## src/rtl/multicycle_cpu_if.sv

```systemverilog
// Instruction and data memory bus of the multicycle CPU.
// The master side is the CPU core; the slave side is the memory system.
interface multicycle_cpu_if #(
    parameter int WIDTH = 32
);
    logic [WIDTH-1:0] imem_addr;
    logic [31:0]      imem_rdata;
    logic [WIDTH-1:0] dmem_addr;
    logic [WIDTH-1:0] dmem_wdata;
    logic             dmem_we;
    logic             dmem_re;
    logic [WIDTH-1:0] dmem_rdata;

    modport master (
        output imem_addr,
        input  imem_rdata,
        output dmem_addr,
        output dmem_wdata,
        output dmem_we,
        output dmem_re,
        input  dmem_rdata
    );

    modport slave (
        input  imem_addr,
        output imem_rdata,
        input  dmem_addr,
        input  dmem_wdata,
        input  dmem_we,
        input  dmem_re,
        output dmem_rdata
    );
endinterface

```

## src/rtl/multicycle_cpu.sv

```systemverilog
// Multicycle RV32I-subset core: ADDI, ADD, SUB, LUI, LW, SW, BEQ, BNE.
//
// state  | meaning
// FETCH  | latch instruction word into IR
// DECODE | read operands into A/B, latch immediate, trap on illegal encoding
// EXEC   | ALU/address computation, branch resolution
// MEM    | one-cycle load or store strobe
// WB     | register write-back, PC advance
// TRAP   | frozen until reset, illegal flag set
module multicycle_cpu #(
    parameter int               WIDTH    = 32,
    parameter int               NREGS    = 32,
    parameter logic [WIDTH-1:0] RESET_PC = '0
) (
    input  logic              clk,
    input  logic              rst,
    multicycle_cpu_if.master  bus,
    output logic [WIDTH-1:0]  a0,
    output logic              illegal,
    output logic [31:0]       instret
);

    typedef enum logic [2:0] {
        FETCH  = 3'd0,
        DECODE = 3'd1,
        EXEC   = 3'd2,
        MEM    = 3'd3,
        WB     = 3'd4,
        TRAP   = 3'd5
    } state_t;

    localparam int               RIDX    = $clog2(NREGS);
    localparam logic [5:0]       NREGS_L = 6'(NREGS);
    localparam logic [WIDTH-1:0] FOUR    = WIDTH'(4);

    state_t           state;
    logic [31:0]      ir;
    logic [WIDTH-1:0] pc;
    logic [WIDTH-1:0] a;
    logic [WIDTH-1:0] b;
    logic [WIDTH-1:0] imm;
    logic [WIDTH-1:0] aluout;
    logic [WIDTH-1:0] regs [NREGS];
    logic             we_q;
    logic             re_q;

    logic [6:0] opcode;
    logic [2:0] funct3;
    logic [6:0] funct7;
    logic [4:0] rd;
    logic [4:0] rs1;
    logic [4:0] rs2;

    logic is_addi, is_add, is_sub, is_lui, is_lw, is_sw, is_beq, is_bne;
    logic legal, bad_idx;
    logic uses_rs1, uses_rs2, uses_rd;

    logic [WIDTH-1:0] imm_dec;
    logic [WIDTH-1:0] rs1_val;
    logic [WIDTH-1:0] rs2_val;
    logic [WIDTH-1:0] alu_res;
    logic [WIDTH-1:0] pc_plus4;
    logic [WIDTH-1:0] br_target;
    logic             br_taken;

    assign opcode = ir[6:0];
    assign funct3 = ir[14:12];
    assign funct7 = ir[31:25];
    assign rd     = ir[11:7];
    assign rs1    = ir[19:15];
    assign rs2    = ir[24:20];

    // Instruction classification and register index range checks.
    always_comb begin
        is_addi  = (opcode == 7'b0010011) && (funct3 == 3'b000);
        is_add   = (opcode == 7'b0110011) && (funct3 == 3'b000) && (funct7 == 7'b0000000);
        is_sub   = (opcode == 7'b0110011) && (funct3 == 3'b000) && (funct7 == 7'b0100000);
        is_lui   = (opcode == 7'b0110111);
        is_lw    = (opcode == 7'b0000011) && (funct3 == 3'b010);
        is_sw    = (opcode == 7'b0100011) && (funct3 == 3'b010);
        is_beq   = (opcode == 7'b1100011) && (funct3 == 3'b000);
        is_bne   = (opcode == 7'b1100011) && (funct3 == 3'b001);
        legal    = is_addi | is_add | is_sub | is_lui | is_lw | is_sw | is_beq | is_bne;
        uses_rs1 = is_addi | is_add | is_sub | is_lw | is_sw | is_beq | is_bne;
        uses_rs2 = is_add | is_sub | is_sw | is_beq | is_bne;
        uses_rd  = is_addi | is_add | is_sub | is_lui | is_lw;
        // Only fields that are actually register indices for this format are checked.
        bad_idx  = (uses_rs1 && ({1'b0, rs1} >= NREGS_L)) ||
                   (uses_rs2 && ({1'b0, rs2} >= NREGS_L)) ||
                   (uses_rd  && ({1'b0, rd}  >= NREGS_L));
    end

    // Immediate selection; every format sign-extends from instruction bit 31.
    always_comb begin
        imm_dec = WIDTH'($signed(ir[31:20]));
        if (is_sw)
            imm_dec = WIDTH'($signed({ir[31:25], ir[11:7]}));
        else if (is_beq || is_bne)
            imm_dec = WIDTH'($signed({ir[31], ir[7], ir[30:25], ir[11:8], 1'b0}));
        else if (is_lui)
            imm_dec = WIDTH'($signed({ir[31:12], 12'b0}));
    end

    // Register file read ports; x0 is hard-wired to zero.
    always_comb begin
        rs1_val = (rs1 == 5'd0) ? '0 : regs[rs1[RIDX-1:0]];
        rs2_val = (rs2 == 5'd0) ? '0 : regs[rs2[RIDX-1:0]];
    end

    // ALU result for EXEC and branch resolution.
    always_comb begin
        alu_res = a + imm;
        if (is_add)
            alu_res = a + b;
        else if (is_sub)
            alu_res = a - b;
        else if (is_lui)
            alu_res = imm;
        pc_plus4  = pc + FOUR;
        br_target = pc + imm;
        br_taken  = is_beq ? (a == b) : (a != b);
    end

    // Main sequencer: state, datapath registers, register file and strobes.
    always_ff @(posedge clk) begin
        if (rst) begin
            state   <= FETCH;
            pc      <= RESET_PC;
            ir      <= '0;
            a       <= '0;
            b       <= '0;
            imm     <= '0;
            aluout  <= '0;
            instret <= '0;
            illegal <= 1'b0;
            we_q    <= 1'b0;
            re_q    <= 1'b0;
            for (int i = 0; i < NREGS; i++)
                regs[i] <= '0;
        end else begin
            case (state)
                FETCH: begin
                    ir    <= bus.imem_rdata;
                    state <= DECODE;
                end
                DECODE: begin
                    a   <= rs1_val;
                    b   <= rs2_val;
                    imm <= imm_dec;
                    if (!legal || bad_idx) begin
                        illegal <= 1'b1;
                        state   <= TRAP;
                    end else begin
                        state <= EXEC;
                    end
                end
                EXEC: begin
                    if (is_beq || is_bne) begin
                        // A misaligned taken target traps with the branch's own PC kept.
                        if (br_taken && br_target[1]) begin
                            illegal <= 1'b1;
                            state   <= TRAP;
                        end else begin
                            pc      <= br_taken ? br_target : pc_plus4;
                            instret <= instret + 32'd1;
                            state   <= FETCH;
                        end
                    end else begin
                        aluout <= alu_res;
                        if (is_lw || is_sw) begin
                            we_q  <= is_sw;
                            re_q  <= is_lw;
                            state <= MEM;
                        end else begin
                            state <= WB;
                        end
                    end
                end
                MEM: begin
                    we_q <= 1'b0;
                    re_q <= 1'b0;
                    if (is_sw) begin
                        pc      <= pc_plus4;
                        instret <= instret + 32'd1;
                        state   <= FETCH;
                    end else begin
                        state <= WB;
                    end
                end
                WB: begin
                    if (rd != 5'd0)
                        regs[rd[RIDX-1:0]] <= is_lw ? bus.dmem_rdata : aluout;
                    pc      <= pc_plus4;
                    instret <= instret + 32'd1;
                    state   <= FETCH;
                end
                TRAP: begin
                    state <= TRAP;
                end
                default: begin
                    state <= FETCH;
                end
            endcase
        end
    end

    assign bus.imem_addr  = pc;
    assign bus.dmem_addr  = aluout;
    assign bus.dmem_wdata = b;
    assign bus.dmem_we    = we_q;
    assign bus.dmem_re    = re_q;
    assign a0             = regs[10];

endmodule

```

## src/flat_wrapper.sv

```systemverilog
// flat-port wrapper written by rule: the top's interface ports become plain ports
module multicycle_cpu_flat 
#(
    parameter int               WIDTH    = 32,
    parameter int               NREGS    = 32,
    parameter logic [WIDTH-1:0] RESET_PC = '0
)
  (clk, rst, a0, illegal, instret, bus_imem_addr, bus_imem_rdata, bus_dmem_addr, bus_dmem_wdata, bus_dmem_we, bus_dmem_re, bus_dmem_rdata);
  multicycle_cpu_if #(.WIDTH(WIDTH)) bus_i ();
  input  logic clk;
  input  logic rst;
  output logic [WIDTH-1:0] a0;
  output logic illegal;
  output logic [31:0] instret;
  output wire logic [$bits(bus_i.imem_addr)-1:0] bus_imem_addr;
  input wire logic [$bits(bus_i.imem_rdata)-1:0] bus_imem_rdata;
  output wire logic [$bits(bus_i.dmem_addr)-1:0] bus_dmem_addr;
  output wire logic [$bits(bus_i.dmem_wdata)-1:0] bus_dmem_wdata;
  output wire logic [$bits(bus_i.dmem_we)-1:0] bus_dmem_we;
  output wire logic [$bits(bus_i.dmem_re)-1:0] bus_dmem_re;
  input wire logic [$bits(bus_i.dmem_rdata)-1:0] bus_dmem_rdata;
  assign bus_imem_addr = bus_i.imem_addr;
  assign bus_i.imem_rdata = bus_imem_rdata;
  assign bus_dmem_addr = bus_i.dmem_addr;
  assign bus_dmem_wdata = bus_i.dmem_wdata;
  assign bus_dmem_we = bus_i.dmem_we;
  assign bus_dmem_re = bus_i.dmem_re;
  assign bus_i.dmem_rdata = bus_dmem_rdata;
  multicycle_cpu #(.WIDTH(WIDTH), .NREGS(NREGS), .RESET_PC(RESET_PC)) u_core (.clk(clk), .rst(rst), .bus(bus_i), .a0(a0), .illegal(illegal), .instret(instret));
endmodule
```

## config.mk

```make
export PLATFORM = sky130hd
export DESIGN_NAME = multicycle_cpu_flat
export DESIGN_NICKNAME = d
export VERILOG_FILES = /design/src/rtl/multicycle_cpu_if.sv /design/src/rtl/multicycle_cpu.sv /design/src/flat_wrapper.sv
export SDC_FILE = /design/constraint.sdc
export NUM_CORES = 2
export LEC_CHECK = 0
export ABC_AREA = 1
export CAP_MARGIN = 20
export CORE_MARGIN = 1
export CORE_UTILIZATION = 54
export DETAILED_ROUTE_END_ITERATION = 10
export PLACE_DENSITY = 0.71
export SETUP_SLACK_MARGIN = 0.5
export SLEW_MARGIN = 30
export SYNTH_ARGS = -nofsm -noshare
export SYNTH_HDL_FRONTEND = slang
export SYNTH_SLANG_ARGS = --single-unit
```

## constraint.sdc

```tcl
create_clock -name clk -period 3.5 [get_ports clk]
set_input_delay 0.35 -clock clk [delete_from_list [all_inputs] [get_ports clk]]
set_output_delay 0.35 -clock clk [all_outputs]
set_load 0.05 [all_outputs]
```

==> summary.md <==
| Metric | Value |
|---|---|
| Status | finished clean |
| Met1 WL | 108,000 µm |
| Async SR Flop Fraction | 0% |
| Vias per cell | 6.70 |
| RSZ-0062 raised after global routing | yes |
| Setup violators final | 0 |
| Total CTS buffers | around 140 |
| Hold path start | rst |
| Fin cells | 10,600 |
| Total gr overflow | 0 |
| Initial drt markers | 12,400 |
| Fmax | ~0.32 GHz |
| CP startpoint kind | register |
| CP endpoint kind | register |
| Clock Sinks | 1,264 |
| Highest Signal Layer | met5 |
| Via count | about 71,000 |
| Final RePlAce weighted congestion | 1.05 |
| Final Hold Fails | 0 |
| Crit path kind | register to register |
| Hold Crit Class | input port to register |
| Worst Max-Slew Pin Slew | 1.04 ns |
| Die area | between 100,000 and 150,000 µm² |
| TritonRoute pass-1 iters | 7 |
| Layout area overhead | 13.4% |
| CP Max Fanout | 64 |
| Mean Syn Cell Area | 8.44 µm² |
| PwrDens | 538 nW/µm² |
| Cell count after synthesis | 8,719 |
| Nets | 8,905 |
| Die Wd | between 300 and 400 µm |
| Initial antenna violation count | 25 |
| FILL cells | around 12,000 |
| H-tree depth | 4 |
| Worst R2R End | u_core.a[18] |
| Pleak | 29.8 nW |
| Final min period | 3.10 ns |
| Final worst slack | roughly 0.4 ns |
| Remaining antenna violation count after routing | 0 |
| WL met3 | 41,700 µm |
| Clock Tree Root | clkbuf_16 |
| First-pass GRT wire length | 438,000 µm |
| Core Area | 135,000 µm² |
| Worst vdd ir | 0.000486 V |
| Ys Warns | 0 |
| I/O pin cnt | ~230 |
| Slew Limit Fails | 0 |
| Met2 wire length | 136,000 µm |
| I/O Buffers | approximately 230 |
| Overall routed net length | 305,000 µm |
| EDFF count, synth | roughly 1,000 |
| Top_reg_cell synth | edfxtp_1 |
| Hold Crit Endpoint | u_core.bus.dmem_wdata[25] |
| Seq/Total Area, Yosys | 48.3% |
| MaxCap Viol Count | 0 |
| Die height | 371 µm |
| Hold depth | 3 |
| Buffer levels on the longest clock path | 3 |
| Clock slew at reported path FFs | about 0.070 ns |
| R2R Setup Slk | 0.40 ns |
| Register-to-Register Path Depth | 8 |
| Starting density of the core | 54.4% |
| Vias in the first global route | 66,400 |
| GRT Total Usage | between 40% and 50% |
| Clock Skew | 0.0530 ns |
| Clk Latency, worst-skew pair | approximately 0.81 ns |
| Placed Cells | 10,300 |
| Netlist cell types | 56 |
| Cell Area, Synth | 73,600 µm² |
| Fraction of layout cells with a size suffix above 1 | roughly 7.9% |
| TritonCTS clock tree | built |
| Setup TNS | 0 ns |
| Largest net degree at the start of global routing | 144 |
| Synthesis-stage register bit count | 1,264 |
| Worst EP arrival | 3.74 ns |
| Post-DR wirelength/cell | 28.8 µm |
| Pre-CTS setup slack | approximately 0.52 ns |
| HPWL Detailed | between 200,000 and 250,000 µm |
| Num rows | 135 |
| Worst endpoint required time | 4.14 ns |
| Crit share post-route | about nine tenths |
| Drt drc | 0 |
| Max-slew headroom | 30.1% |
==> cells by family (layout without fill, tap and decap cells) <==
kind of cell,Yosys count,count (layout),synth area share (%)
XOR/XNOR,78,78,0.929
multiplexers,284,284,3.86
AO/OA/AOI/OAI,1967,1967,17.2
AND/OR/NAND/NOR,3866,3866,21.2
flip-flops,1264,1264,48.3
adder cells (fa/ha/maj),130,130,2.25
buffers and inverters,1129,1200,6.20
other,1,41,0.00510
==> how the worst max path moves through the flow <==
stage / startpoint / to / slack [ns] / cells after the start
global placement: u_core.bus.dmem_wdata[21] / u_core.instret[3] / 0.50 / 14
detailed placement: register / u_core.a[18] / 0.52 / 8
CTS: register / u_core.a[18] / 0.52 / 8
global route: u_core.bus.dmem_wdata[17] / u_core.bus.imem_addr[15] / 0.49 / 14
floorplan: u_core.ir[7] / u_core.regs[12][0] / 0.85 / 7
finish: register / u_core.a[18] / 0.40 / 8
==> layout make-up <==
type                            instances  area (µm²)  share of cell area (%)
Antenna cell                            9        22.5                  0.0270
Clock buffer                          188        3870                    4.64
Clock inverter                         68         684                   0.820
Inverter                              422        1610                    1.93
Multi-Input combinational cell       6357       34100                    40.9
Sequential cell                      1264       35600                    42.7
Tap cell                             1781        2230                    2.67
Timing Repair Buffer                  522        5280                    6.33
==> synth_stat cells (20+ instances only) <==
library cell / count / area (µm²)
a32oi_1: 256 / 2240
nand3_1: 409 / 2050
nand4_1: 39 / 244
o221ai_1: 256 / 2240
mux2i_1: 284 / 2840
xnor2_1: 27 / 236
edfxtp_1: 1024 / 30700
dfxtp_1: 240 / 4800
xor2_1: 51 / 447
buf_1: 23 / 86.3
inv_1: 405 / 1520
nor4_1: 20 / 125
o21ai_0: 487 / 2440
a21oi_1: 598 / 2990
ha_1: 126 / 1580
nand2_2: 32 / 200
buf_2: 163 / 816
clkbuf_1: 504 / 1890
nor3_1: 56 / 280
nor2_1: 1547 / 5810
o211ai_1: 274 / 2060
a21oi_2: 22 / 193
nand2_1: 1714 / 6430
==> metal layers <==
| metal | vias to the layer above | GRT usage (%) |
|---|---|---|
| li1 | 30600 | - |
| met1 | 33600 | 54.4 |
| met2 | 5634 | 66.7 |
| met3 | 1173 | 11.6 |
| met4 | 26 | 25.0 |
| met5 | - | 0 |
==> state kept, by name, indices dropped and copies added (netlist names), named ones only <==
signal / count
u_core.bus.dmem_re: 1
u_core.regs: 1024
u_core.illegal: 1
u_core.ir: 32
u_core.bus.dmem_we: 1
u_core.bus.dmem_addr: 32
u_core.a: 32
u_core.bus.dmem_wdata: 32
u_core.instret: 32
u_core.state: 3
u_core.imm: 32
u_core.bus.imem_addr: 32
==> layout by cell type, fill, tap and decap left out, types with 24 or more instances in the layout <==
cell | netlist | layout
a21oi_1 | 598 | 597
a32oi_1 | 256 | 256
buf_12 | 1 | 60
buf_4 | 5 | 231
clkbuf_1 | 504 | 36
clkbuf_16 | 0 | 147
clkdlybuf4s50_1 | 0 | 227
clkinv_1 | 6 | 24
conb_1 | 1 | 32
dfxtp_1 | 240 | 229
edfxtp_1 | 1024 | 1024
ha_1 | 126 | 117
inv_1 | 405 | 405
mux2i_1 | 284 | 256
mux2i_4 | 0 | 28
nand2_1 | 1714 | 1680
nand2_2 | 32 | 65
nand3_1 | 409 | 401
nand4_1 | 39 | 39
nor2_1 | 1547 | 1543
nor3_1 | 56 | 53
o211ai_1 | 274 | 274
o21ai_0 | 487 | 482
o221ai_1 | 256 | 256
xnor2_1 | 27 | 27
xor2_1 | 51 | 51
==> critical path, cell delays in order, from the launching register on <==
cell	delay, ns
dfxtp_4	0.43
clkinv_8	0.29
buf_4	0.60
nand2_1	0.13
a32oi_1	0.27
o211ai_1	0.17
nand3_1	0.12
nand3_1	0.28
a21oi_1	0.54
==> report_power, final <==
| group | switching (W) | leakage, nW | internal [W] |
|---|---|---|---|
| clock network | 0.00657 | 2.20 | 0.00831 |
| logic | 0.00877 | 15.1 | 0.00354 |
| registers | 0.000747 | 12.5 | 0.0169 |
| total | 0.0161 | 29.8 | 0.0288 |
==> stage by stage <==
step / power (W) / hold slack [ns] / cell area (µm²) / util, %
floorplan: 0.0249 / 0.439 / 73700 / -
global placement: 0.0295 / 0.467 / 78600 / 58.1
detailed placement: 0.0296 / 0.478 / 78600 / 58.1
CTS: 0.0442 / 0.189 / 83200 / 61.5
global route: 0.0460 / 0.222 / 83400 / 61.6
finish: 0.0448 / 0.226 / 83400 / 61.7
==> repair_timing <==
action / 4_1_cts / 5_1_grt
hold buffers: 0 / 0
endpoints found under the setup margin: 0 / 97
gates resized for setup: 0 / 34
setup buffers: 0 / 7
(Power assumes the default switching activity.)
